**src/rtl/fetch_unit_pkg.sv**
```systemverilog
// Shared core header: core-state, instruction-set and fetch constants.
// Imported by the fetch unit and the rest of the core.
package fetch_unit_pkg;

  localparam logic [31:0] NOOP_INSN = 32'h00000013;

  localparam logic [6:0] OPC_OP_IMM = 7'b0010011;
  localparam logic [6:0] OPC_OP     = 7'b0110011;
  localparam logic [6:0] OPC_LOAD   = 7'b0000011;
  localparam logic [6:0] OPC_STORE  = 7'b0100011;
  localparam logic [6:0] OPC_BRANCH = 7'b1100011;
  localparam logic [6:0] OPC_JAL    = 7'b1101111;
  localparam logic [6:0] OPC_JALR   = 7'b1100111;
  localparam logic [6:0] OPC_LUI    = 7'b0110111;
  localparam logic [6:0] OPC_AUIPC  = 7'b0010111;

  typedef enum logic [1:0] {
    CORE_RESET = 2'b00,
    CORE_RUN   = 2'b01,
    CORE_HALT  = 2'b10
  } core_state_e;

  typedef enum logic [1:0] {
    FETCH_IDLE = 2'b00,
    FETCH_REQ  = 2'b01,
    FETCH_HOLD = 2'b10
  } fetch_state_e;

endpackage

```
**src/rtl/fetch_unit.sv**
```systemverilog
// Instruction fetch front end: single-outstanding req/ack bus,
// holds one word for decode, substitutes NOOP on error/timeout.
module fetch_unit
  import fetch_unit_pkg::*;
#(
  parameter logic [31:0] NOOP    = NOOP_INSN,
  parameter int unsigned TIMEOUT = 255,
  parameter int unsigned CNT_W   = 8
) (
  input  logic        i_CLK,
  input  logic        i_RSTn,
  input  logic [31:0] i_PC,
  input  logic        i_EN,
  output logic [31:0] o_INSTRUCTION,
  output logic        o_INSTRUCTION_VALID,
  output logic        o_FETCH_FAULT,
  output logic        o_IBUS_REQ,
  output logic [31:0] o_IBUS_ADDR,
  input  logic        i_IBUS_ACK,
  input  logic [31:0] i_IBUS_RDATA,
  input  logic        i_IBUS_ERR
);

  fetch_state_e     state_q, state_d;
  logic [31:0]      instr_q, instr_d;
  logic             fault_q, fault_d;
  logic [31:0]      addr_q, addr_d;
  logic [CNT_W-1:0] cnt_q, cnt_d;
  logic             pc_match;
  logic             expired;

  assign pc_match = (addr_q == i_PC);
  // TIMEOUT of zero leaves the counter free-running and never aborts
  assign expired  = (TIMEOUT != 0) && (cnt_q == CNT_W'(TIMEOUT));

  always_comb begin
    state_d             = state_q;
    instr_d             = instr_q;
    fault_d             = fault_q;
    addr_d              = addr_q;
    cnt_d               = cnt_q;
    o_IBUS_REQ          = 1'b0;
    o_INSTRUCTION_VALID = 1'b0;
    unique case (state_q)
      FETCH_IDLE: begin
        state_d = FETCH_REQ;
      end
      FETCH_REQ: begin
        o_IBUS_REQ = 1'b1;
        if (i_IBUS_ACK) begin
          instr_d = i_IBUS_ERR ? NOOP : i_IBUS_RDATA;
          fault_d = i_IBUS_ERR;
          addr_d  = i_PC;
          cnt_d   = '0;
          state_d = FETCH_HOLD;
        end else if (expired) begin
          instr_d = NOOP;
          fault_d = 1'b1;
          addr_d  = i_PC;
          cnt_d   = '0;
          state_d = FETCH_HOLD;
        end else begin
          cnt_d = cnt_q + CNT_W'(1);
        end
      end
      FETCH_HOLD: begin
        o_INSTRUCTION_VALID = pc_match;
        if (!pc_match) begin
          state_d = FETCH_IDLE;
        end else if (i_EN) begin
          state_d = FETCH_REQ;
        end
      end
      default: begin
        state_d = FETCH_IDLE;
      end
    endcase
  end

  always_ff @(posedge i_CLK) begin
    if (!i_RSTn) begin
      state_q <= FETCH_IDLE;
      instr_q <= NOOP;
      fault_q <= 1'b0;
      addr_q  <= '0;
      cnt_q   <= '0;
    end else begin
      state_q <= state_d;
      instr_q <= instr_d;
      fault_q <= fault_d;
      addr_q  <= addr_d;
      cnt_q   <= cnt_d;
    end
  end

  assign o_INSTRUCTION = instr_q;
  assign o_FETCH_FAULT = fault_q;
  assign o_IBUS_ADDR   = {i_PC[31:2], 2'b00};

endmodule
```
**config.mk**
```make
export PLATFORM = sky130hd
export DESIGN_NAME = fetch_unit
export DESIGN_NICKNAME = d
export VERILOG_FILES = /design/src/rtl/fetch_unit_pkg.sv /design/src/rtl/fetch_unit.sv
export SDC_FILE = /design/constraint.sdc
export NUM_CORES = 1
export LEC_CHECK = 0
export CORE_MARGIN = 1.5
export CORE_UTILIZATION = 40
export CTS_BUF_LIST = sky130_fd_sc_hd__clkbuf_8
export CTS_CLUSTER_DIAMETER = 80
export DETAILED_ROUTE_END_ITERATION = 8
export GPL_TIMING_DRIVEN = 0
export PLACE_DENSITY = 0.79
export SLEW_MARGIN = 10
export SYNTH_ARGS = -nofsm -noshare
export SYNTH_HDL_FRONTEND = slang
export SYNTH_SLANG_ARGS = --single-unit
```
**constraint.sdc**
```tcl
create_clock -name i_CLK -period 1.68 [get_ports i_CLK]
set_input_delay 0.168 -clock i_CLK [delete_from_list [all_inputs] [get_ports i_CLK]]
set_output_delay 0.168 -clock i_CLK [all_outputs]
set_load 0.02 [all_outputs]
```
==> results of run 1 <==
state kept, by name, indices dropped and copies added (netlist names):
| register | count |
|---|---|
| o_INSTRUCTION | 32 |
| addr_q | 32 |
| state_q | 2 |
| o_FETCH_FAULT | 1 |
| cnt_q | 8 |
final timing paths:
check             startpoint                   to  slack, ns  cells after the start
min reg2reg        addr_q[9]            addr_q[9]       0.46                      2
max                 i_PC[21]  o_INSTRUCTION_VALID      -0.50                      7
max reg2reg       addr_q[10]           state_q[1]       0.05                      6
min          i_IBUS_RDATA[0]     o_INSTRUCTION[0]       0.40                      2
Yosys cell counts, drive strengths merged:
library cell  count  area, um^2
nand3             2        10.0
nor2              9        33.8
o21bai            1        18.8
or3               1        6.26
clkbuf            9        33.8
and3              4        25.0
dfxtp            75        1500
nand3b            1        7.51
nor2b             2        12.5
a31o              1        8.76
a21oi             2        10.0
and2              2        15.0
a22o             29         254
ha                1        12.5
nand2b            2        12.5
nor4              5        37.5
o22a              3        26.3
nor3              3        15.0
xnor2            16         140
xor2             22         193
nand4             6        37.5
buf              40         293
a41o              1        10.0
nand2            72         278
conb              1        3.75
a21boi           33         248
o211a             1        10.0
inv               1        3.75
timing repair:
| item | in CTS | in global routing |
|---|---|---|
| buffers inserted | 6 | 3 |
| gates resized for setup | 19 | 21 |
| setup endpoints to repair | 61 | 54 |
| pin swaps | 6 | 12 |
| hold buffers | 0 | 0 |
through the flow:
stage	util, %	total power, W	setup WS, ns	hold WS, ns
floorplan	-	0.00227	0.00521	0.287
global placement	60.4	0.00263	-1.00	0.452
detailed placement	60.4	0.00265	-1.02	0.457
CTS	64.6	0.00421	-0.529	0.396
global route	65.2	0.00435	-0.542	0.400
finish	65.2	0.00418	-0.499	0.403
layer usage:
layer  vias to the layer above  part of all wire [%]  GRT usage, %
li1                       1441                     -             -
met1                      1386                    41          22.2
met2                        70                    53          32.9
met3                        15                   3.7          4.47
met4                         0                   2.0          6.94
met5                         -                     0             0
where the power goes:
part	total [W]	switching, W	internal, W
Combinational	0.000753	0.000333	0.000420
Sequential	0.00188	0.0000407	0.00184
Clock	0.00155	0.000702	0.000846
worst register-to-register path: cells and delay by family (launching register included):
| family | cells | cell delay [ns] |
|---|---|---|
| xor gates and xnor gates | 1 | 0.16 |
| AOI/OAI and AO/OA | 1 | 0.12 |
| buffers and inverters | 1 | 0.17 |
| DFF | 1 | 0.33 |
| and+or+nand+nor | 3 | 0.80 |
area by class of cell:
type / instances / area [um^2]
Tap cell: 102 / 128
Sequential cell: 75 / 1510
Fill cell: 633 / 2720
Timing Repair Buffer: 142 / 1400
Buffer: 46 / 337
Inverter: 1 / 6.26
Clock inverter: 7 / 101
Clock buffer: 9 / 124
Multi-Input combinational cell: 221 / 1490
cell families (layout without fill, tap and decap cells):
group / after synthesis / after routing / share of synthesized area (%)
simple gates: 109 / 109 / 15.1
other cells: 1 / 2 / 0.115
fa+ha+maj: 1 / 1 / 0.384
flops: 75 / 75 / 46.1
buf+inv: 50 / 205 / 10.1
xor+xnor: 38 / 38 / 10.2
compound gates: 71 / 71 / 18.0
==> run summary, run 1 <==
Area Overhead vs Synth -> 56.4%
total iterations of the first detailed-routing run -> 6
# setup viols final -> 1
pin count of the biggest net entering global routing -> 15
Final GP Congestion -> 0.787
leak pwr -> 2.02 nW
layout net count -> 566
delay-heaviest family, CP -> simple AND/OR/NAND/NOR gates
register area share after synthesis -> 46.1%
crit-path max cell delay -> 0.53 ns
vias in the first global route -> 2693
initial antenna violation count -> 0
crit start category -> input port
total congestion overflow -> 0
post-route cell area -> 0.00509 mm^2
critical path class -> input port to output pin
placed insts -> 581
crit path DAT -> 2.01 ns
Area after DPL -> 0.00472 mm^2
commonest cells after routing, fill and taps aside -> clkdlybuf4s50_1, nand2_1, dfxtp_1
fin crit share -> 130%
status -> finished with violations
fmax -> 0.459 GHz
share of layout cells above drive strength 1 -> 17.2%
# DRC -> 0
first-pass GRT wire length -> 12.7 mm
DRT Wirelength -> 8.54 mm
Core Area -> 0.00781 mm^2
Port Buffers -> 133
CTS tree -> done
Max clock buf depth -> 2
Die Span Y -> 93.2 um
Initial Util -> 41.7%
DIE AREA -> 0.00869 mm^2
Worst VDD drop -> 0.000494 V
PwrDens -> 822 mW/mm^2
Die X -> 93.2 um
Netlist Area Pre-Place -> 0.00326 mm^2
worst hold path type -> input port to register
DR iter-0 viols -> 77
most common cell after layout, fill and taps aside -> clkdlybuf4s50_1
I/O Pins -> 136
clk root buf -> clkbuf_8
Worst EP required -> 1.51 ns
flip-flop and latch count after synthesis -> 75
Non-Filler Instances -> 603
slew margin rel. -> 66.4%
failing checks -> negative setup slack
CTS sink cnt -> 75
final antenna-violating net count -> 0
Vias -> 2912
crit path time final -> 2.18 ns
row count -> 32
# H-tree levels -> 3
Final Skew -> 0.0104 ns
CP Capture Type -> output pin
worst skew pair latency -> 0.34 ns
Max Transition Viols Final -> 0
synthesized area per cell -> 9.44 um^2
Post-DP HPWL -> 6.37 mm
CTS clock-pin slew for the worst setup and hold paths -> 0.09 ns
Crit Path Max Fanout -> 3
RSZ-0062 raised after global routing -> true
YS warnings -> 0
Total GRT Usage -> 18.8%
slowest CP cell -> clkdlybuf4s50_1
Final WS setup -> -0.499 ns
final hold vios -> 0
Setup TNS -> -0.499 ns
Cells after Synth -> 345
CP bufs+invs -> 2
Worst-Margin Slew -> 0.505 ns
Max-Cap Viols -> 0
TritonCTS Buffers -> 9
Netlist cell types -> 34
routed len/inst -> 14.2 um
CP Cell Sequence -> clkdlybuf4s50_1 -> xnor2_1 -> nand4_1 -> or3_4 -> nor4_4 -> and3_4 -> buf_6
# diodes -> 0
Via density -> 4.83
Power figures use the tool's default switching activity.
==> run 2: changes to the inputs <==
- CAP_MARGIN: default -> 20
- CORE_UTILIZATION: 40 -> 29
- PLACE_DENSITY: 0.79 -> default
==> run 2 against run 1 <==
Compared with the run above:
- the flow still finishes with violations (negative setup slack)
- fmax increased by 3.8%
- clock skew decreased by 0.0040 ns
- via count decreased by 1.2%
- critical path depth unchanged
- worst hold slack improved by 0.010 ns
- core utilization decreased by 17 points
- final cell count increased by 7.0%
- register-to-register slack got worse by 0.06 ns
- wire length decreased by 1.0%
- sequential power about the same
- critical endpoint unchanged
==> run summary, run 2 (same netlist as run 1, synthesis figures left out) <==
layout net count -> 570 (+0.71%)
failing checks -> negative setup slack
Final GP Congestion -> 0.756 (-4.0%)
CP Cell Sequence -> clkdlybuf4s50_1 -> xnor2_1 -> nand4_1 -> or3_1 -> nor4_4 -> and3_1 -> buf_6
Logic pwr share -> 17.1% (-0.9 points)
vias in the first global route -> 2737 (+1.6%)
crit path DAT -> 1.93 ns (-0.08 ns)
RSZ-0062 raised after global routing -> true
DRT Wirelength -> 8.45 mm (-1.0%)
crit-path max cell delay -> 0.52 ns (about the same)
slowest CP cell -> clkdlybuf4s50_1
fmax -> 0.476 GHz (+3.8%)
TritonCTS Buffers -> 9 (unchanged)
Final Skew -> 0.00643 ns (-0.00401 ns)
crit start category -> input port
CP Capture Type -> output pin
clock share of power -> 40.6% (+3.6 points)
CTS tree -> done
Crit Path Max Fanout -> 3 (unchanged)
fin crit share -> 125% (-4.7 points)
initial antenna violation count -> 0 (unchanged)
Port Buffers -> 133 (unchanged)
first-pass GRT wire length -> 13.3 mm (+4.4%)
placed insts -> 619 (+6.5%)
final hold slack -> 0.413 ns (+0.0102 ns)
DIE AREA -> 0.0119 mm^2 (+37%)
most common cell after layout, fill and taps aside -> clkdlybuf4s50_1
Internal Power -> 0.00340 W (+9.5%)
Max clock buf depth -> 2 (unchanged)
CTS sink cnt -> 75 (unchanged)
Initial Util -> 29.9% (-12 points)
Max Transition Viols Final -> 0 (unchanged)
PwrDens -> 855 mW/mm^2 (+4.0%)
Sw Ratio -> 23.3% (-2.4 points)
Total GRT Usage -> 14.6% (-4.2 points)
DR iter-0 viols -> 133 (+73%)
fillers -> 1045 (+65%)
total congestion overflow -> 0 (unchanged)
switching pwr -> 0.00104 W (-3.6%)
final hold vios -> 0 (unchanged)
final antenna-violating net count -> 0 (unchanged)
utilization after layout -> 47.7% (-17 points)
I/O Pins -> 136 (unchanged)
row count -> 38 (+19%)
status -> finished with violations
pin count of the biggest net entering global routing -> 14 (-1)
# DRC -> 0 (unchanged)
commonest cells after routing, fill and taps aside -> clkdlybuf4s50_1, nand2_1, dfxtp_1
Die Span Y -> 109 um (+17%)
critical path class -> input port to output pin
Post-DP HPWL -> 6.33 mm (-0.62%)
# diodes -> 0 (unchanged)
leak pwr -> 2.07 nW (+2.5%)
worst skew pair latency -> 0.34 ns (about the same)
Worst VDD drop -> 0.000462 V (-6.6%)
worst hold path type -> input port to register
Hold Buf Count CTS -> 0 (unchanged)
total iterations of the first detailed-routing run -> 5 (-1)
Via density -> 4.46 (-7.6%)
# setup viols final -> 2 (+1)
routed len/inst -> 13.1 um (-7.5%)
Max-Cap Viols -> 0 (unchanged)
Vias -> 2877 (-1.2%)
# H-tree levels -> 3 (unchanged)
Core Area -> 0.0109 mm^2 (+39%)
Worst EP required -> 1.51 ns (about the same)
Setup WS pre-CTS -> -1.02 ns (+0.00377 ns)
CTS clock-pin slew for the worst setup and hold paths -> 0.08 ns (about the same)
crit path time final -> 2.10 ns (-0.0790 ns)
Final WS setup -> -0.420 ns (+0.0790 ns)
share of layout cells above drive strength 1 -> 17.2% (+0.062 points)
Die X -> 109 um (+17%)
Non-Filler Instances -> 645 (+7.0%)
clk root buf -> clkbuf_8
Sequential Power Share -> 42.4% (-2.6 points)
Area Overhead vs Synth -> 59.6%
[run 2: cell count changes in the layout (fill, tap and decap cells not counted), sizes merged]
cell	before	now
clkinvlp	2	0
bufinv	2	4
buf	47	51
[run 2: cell type report]
cell class	instances	area, um^2	area share [%]
Timing Repair Buffer	144	1410	27.2
Buffer	48	345	6.64
Clock buffer	9	124	2.38
Clock inverter	7	141	2.72
Tap cell	140	175	3.37
Inverter	1	6.26	0.120
Multi-Input combinational cell	221	1480	28.6
Sequential cell	75	1510	29.0
[run 2: layer usage]
metal	vias up	global-route usage, %	wire [um]
li1	1446	-	-
met1	1341	18.6	3790
met2	85	23.6	4110
met3	5	3.53	461
met4	0	5.92	87
met5	-	0	0
[run 2: repair_timing]
action / 4_1_cts / 5_1_grt
cloned: 0 / 0
pin swaps: 8 / 8
setup endpoints to repair: 62 / 57
setup buffers: 7 / 4
resized for setup: 19 / 25
[run 2: per-stage QoR]
stage,cell area [um^2],power [W],setup TNS (ns)
after global routing,5200,0.00466,-0.657
after CTS,5140,0.00451,-0.495
after detailed placement,4770,0.00266,-7.51
final,5200,0.00444,-0.438
after global placement,4770,0.00264,-6.40
after floorplan,3260,0.00227,0
[run 2: path summary, 6_finish.rpt]
path	startpoint	endpoint	slack, ns	cells after the start
max	i_PC[4]	o_INSTRUCTION_VALID	-0.42	7
min	i_IBUS_RDATA[4]	o_INSTRUCTION[4]	0.41	2
min reg2reg	addr_q[3]	addr_q[3]	0.47	2
max reg2reg	addr_q[4]	state_q[0]	-0.01	7
[run 2: critical path, delay by kind of cell]
kind                      cells  cell delay (ns)
xor gates and xnor gates      1             0.15
buffers and inverters         2             0.65
and+or+nand+nor               4             0.97
[run 2: power groups by stage]
stage	clock network, W	registers (W)	logic (W)
finish	0.00180	0.00188	0.000759
global route	0.00195	0.00189	0.000822
CTS	0.00187	0.00188	0.000755
detailed placement	0	0.00192	0.000733
global placement	0	0.00192	0.000725
floorplan	0	0.00195	0.000330
==> run 3: changes to the inputs <==
- CORE_ASPECT_RATIO: default -> 0.6
==> run 3 against run 2 <==
Compared with the run above:
- the run ends with design-rule violations, negative setup slack left
- cell area down 0.31%
- power down 0.51%
- clock skew up 0.0040 ns
- combinational power up 1%
- global-route usage up 1.5 points
- critical endpoint unchanged
==> run summary, run 3 (same netlist as run 1, synthesis figures left out) <==
DR iter-0 viols -> 168 (+26%)
pin count of the biggest net entering global routing -> 13 (-1)
Worst Hold End -> o_INSTRUCTION[1]
crit path DAT -> 2.12 ns (+0.19 ns)
slowest CP cell -> nor4_2
Port Buffers -> 133 (unchanged)
total iterations of the first detailed-routing run -> 6 (+1)
Initial Util -> 30.3% (+0.41 points)
Die Span Y -> 85.1 um (-22%)
clk root buf -> clkbuf_8
Max-Cap Viols -> 0 (unchanged)
crit-path max cell delay -> 0.47 ns (-0.05 ns)
Core Area -> 0.0107 mm^2 (-1.4%)
DRT Wirelength -> 9.18 mm (+8.7%)
leak pwr -> 2.06 nW (-0.36%)
fillers -> 1049 (+0.38%)
Crit Path Max Fanout -> 2 (-1)
Total GRT Usage -> 16.1% (+1.5 points)
critical path class -> register to output pin
Via density -> 4.40 (-1.5%)
worst hold path type -> input port to register
critical path depth in cells -> 6 (-1)
Worst VDD drop -> 0.000555 V (+20%)
total power -> 0.00442 W (-0.51%)
layout net count -> 568 (-0.35%)
worst skew pair latency -> 0.35 ns (about the same)
Non-Filler Instances -> 642 (-0.47%)
initial antenna violation count -> 0 (unchanged)
TritonCTS Buffers -> 9 (unchanged)
final antenna-violating net count -> 0 (unchanged)
Worst R2R End -> state_q[0]
# DRC -> 4 (+4)
reg2reg start -> addr_q[20]
# diodes -> 0 (unchanged)
first-pass GRT wire length -> 14.7 mm (+10%)
RSZ-0062 raised after global routing -> true
fin crit share -> 136% (+11 points)
routed len/inst -> 14.3 um (+9.2%)
# H-tree levels -> 3 (unchanged)
delay-heaviest family, CP -> simple AND/OR/NAND/NOR gates
Max Transition Viols Final -> 0 (unchanged)
worst setup path start -> addr_q[20]
Vias -> 2822 (-1.9%)
row count -> 29 (-24%)
failing checks -> design-rule violations, negative setup slack
met3 wire length -> 301 um (-35%)
Max clock buf depth -> 2 (unchanged)
status -> finished with violations
worst reg2reg path depth -> 6 (-1)
met2 wire length -> 3.88 mm (-5.7%)
CTS tree -> done
hold_sp -> i_IBUS_RDATA[1]
Final WS setup -> -0.604 ns (-0.184 ns)
Die X -> 140 um (+28%)
Setup WS pre-CTS -> -1.27 ns (-0.255 ns)
DIE AREA -> 0.0119 mm^2 (+0.17%)
Post-DP HPWL -> 7.18 mm (+13%)
crit start category -> register
utilization after layout -> 48.2% (+0.50 points)
Area after DPL -> 0.00477 mm^2 (about the same)
Area Overhead vs Synth -> 59.1%
Worst R2R Setup Slack -> -0.10 ns (-0.09 ns)
Final GP Congestion -> 0.747 (-1.2%)
CTS sink cnt -> 75 (unchanged)
post-route cell area -> 0.00518 mm^2 (-0.31%)
PwrDens -> 853 mW/mm^2 (-0.20%)
placed insts -> 618 (-0.16%)
most common cell after layout, fill and taps aside -> clkdlybuf4s50_1
Worst EP required -> 1.51 ns (about the same)
Hold Crit Depth -> 2 (unchanged)
CTS clock-pin slew for the worst setup and hold paths -> 0.08 ns (about the same)
share of layout cells above drive strength 1 -> 16.7% (-0.53 points)
CP bufs+invs -> 1 (-1)
routed metal-1 wire length -> 4.94 mm (+31%)
Final Skew -> 0.0105 ns (+0.00404 ns)
I/O Pins -> 136 (unchanged)
fmax -> 0.438 GHz (-8.1%)
total congestion overflow -> 0 (unchanged)
crit path time final -> 2.28 ns (+0.184 ns)
Max Used Layer -> met4
CP Cell Sequence -> xor2_1 -> nor4_2 -> nand4_1 -> nor4_4 -> and3_4 -> buf_6
final hold vios -> 0 (unchanged)
# setup viols final -> 3 (+1)
CP Capture Type -> output pin
vias in the first global route -> 2718 (-0.69%)
commonest cells after routing, fill and taps aside -> clkdlybuf4s50_1, nand2_1, dfxtp_1
run 3: changes by cell type in the layout (fill, tap and decap cells not counted), moves of 2 or more:
| cell | delta |
|---|---|
| buf_2 | -2 |
| buf_6 | -2 |
| buf_8 | +2 |
| clkinv_4 | -2 |
| nor4_1 | +2 |
| nor4_2 | -2 |
run 3: worst max path at each step:
stage | to | slack, ns
2_1_floorplan | o_INSTRUCTION[26] | 0.005
3_3_place_gp | o_INSTRUCTION_VALID | -1.22
3_5_place_dp | o_INSTRUCTION_VALID | -1.27
4_1_cts | o_INSTRUCTION_VALID | -0.67
5_1_grt | o_INSTRUCTION_VALID | -0.69
6_report | o_INSTRUCTION_VALID | -0.60
run 3: timing repair:
action | in CTS | in global routing
resized for setup | 20 | 29
endpoints found under the setup margin | 64 | 54
hold buffers | 0 | 0
pin swaps | 7 | 7
setup buffers | 7 | 3
run 3: power by group:
group          switching, W  internal [W]  leakage [nW]  total, W
clock network      0.000646       0.00112         0.136   0.00177
registers         0.0000393       0.00184         0.613   0.00188
logic              0.000341      0.000427          1.31  0.000768
run 3: final cells by class:
class	instances	area, um^2	share of cell area, %
buffer	48	358	6.91
clock buffer	9	124	2.39
clock inverter	7	133	2.56
inverter	1	6.26	0.121
multi-input combinational	221	1480	28.5
sequential	75	1510	29.2
tap	139	174	3.36
timing repair buffer	142	1400	27.0
run 3: per-stage QoR:
| stage | setup TNS (ns) | hold WS [ns] |
|---|---|---|
| finish | -0.799 | 0.409 |
| global route | -1.02 | 0.383 |
| CTS | -0.938 | 0.380 |
| detailed placement | -10.03 | 0.457 |
| global placement | -9.31 | 0.452 |
| floorplan | 0 | 0.287 |
run 3: metal layers:
layer	GRT usage, %	vias up
met3	4.35	9
met2	22.6	61
met5	0	-
met1	23.9	1306
met4	4.59	0
li1	-	1446
run 3: worst register-to-register path, delay by kind of cell (launching register included):
kind            cells  cell delay (ns)
simple gates        3             0.93
flops               1             0.33
buf+inv             1             0.17
xor+xnor            1             0.16
compound gates      1             0.14
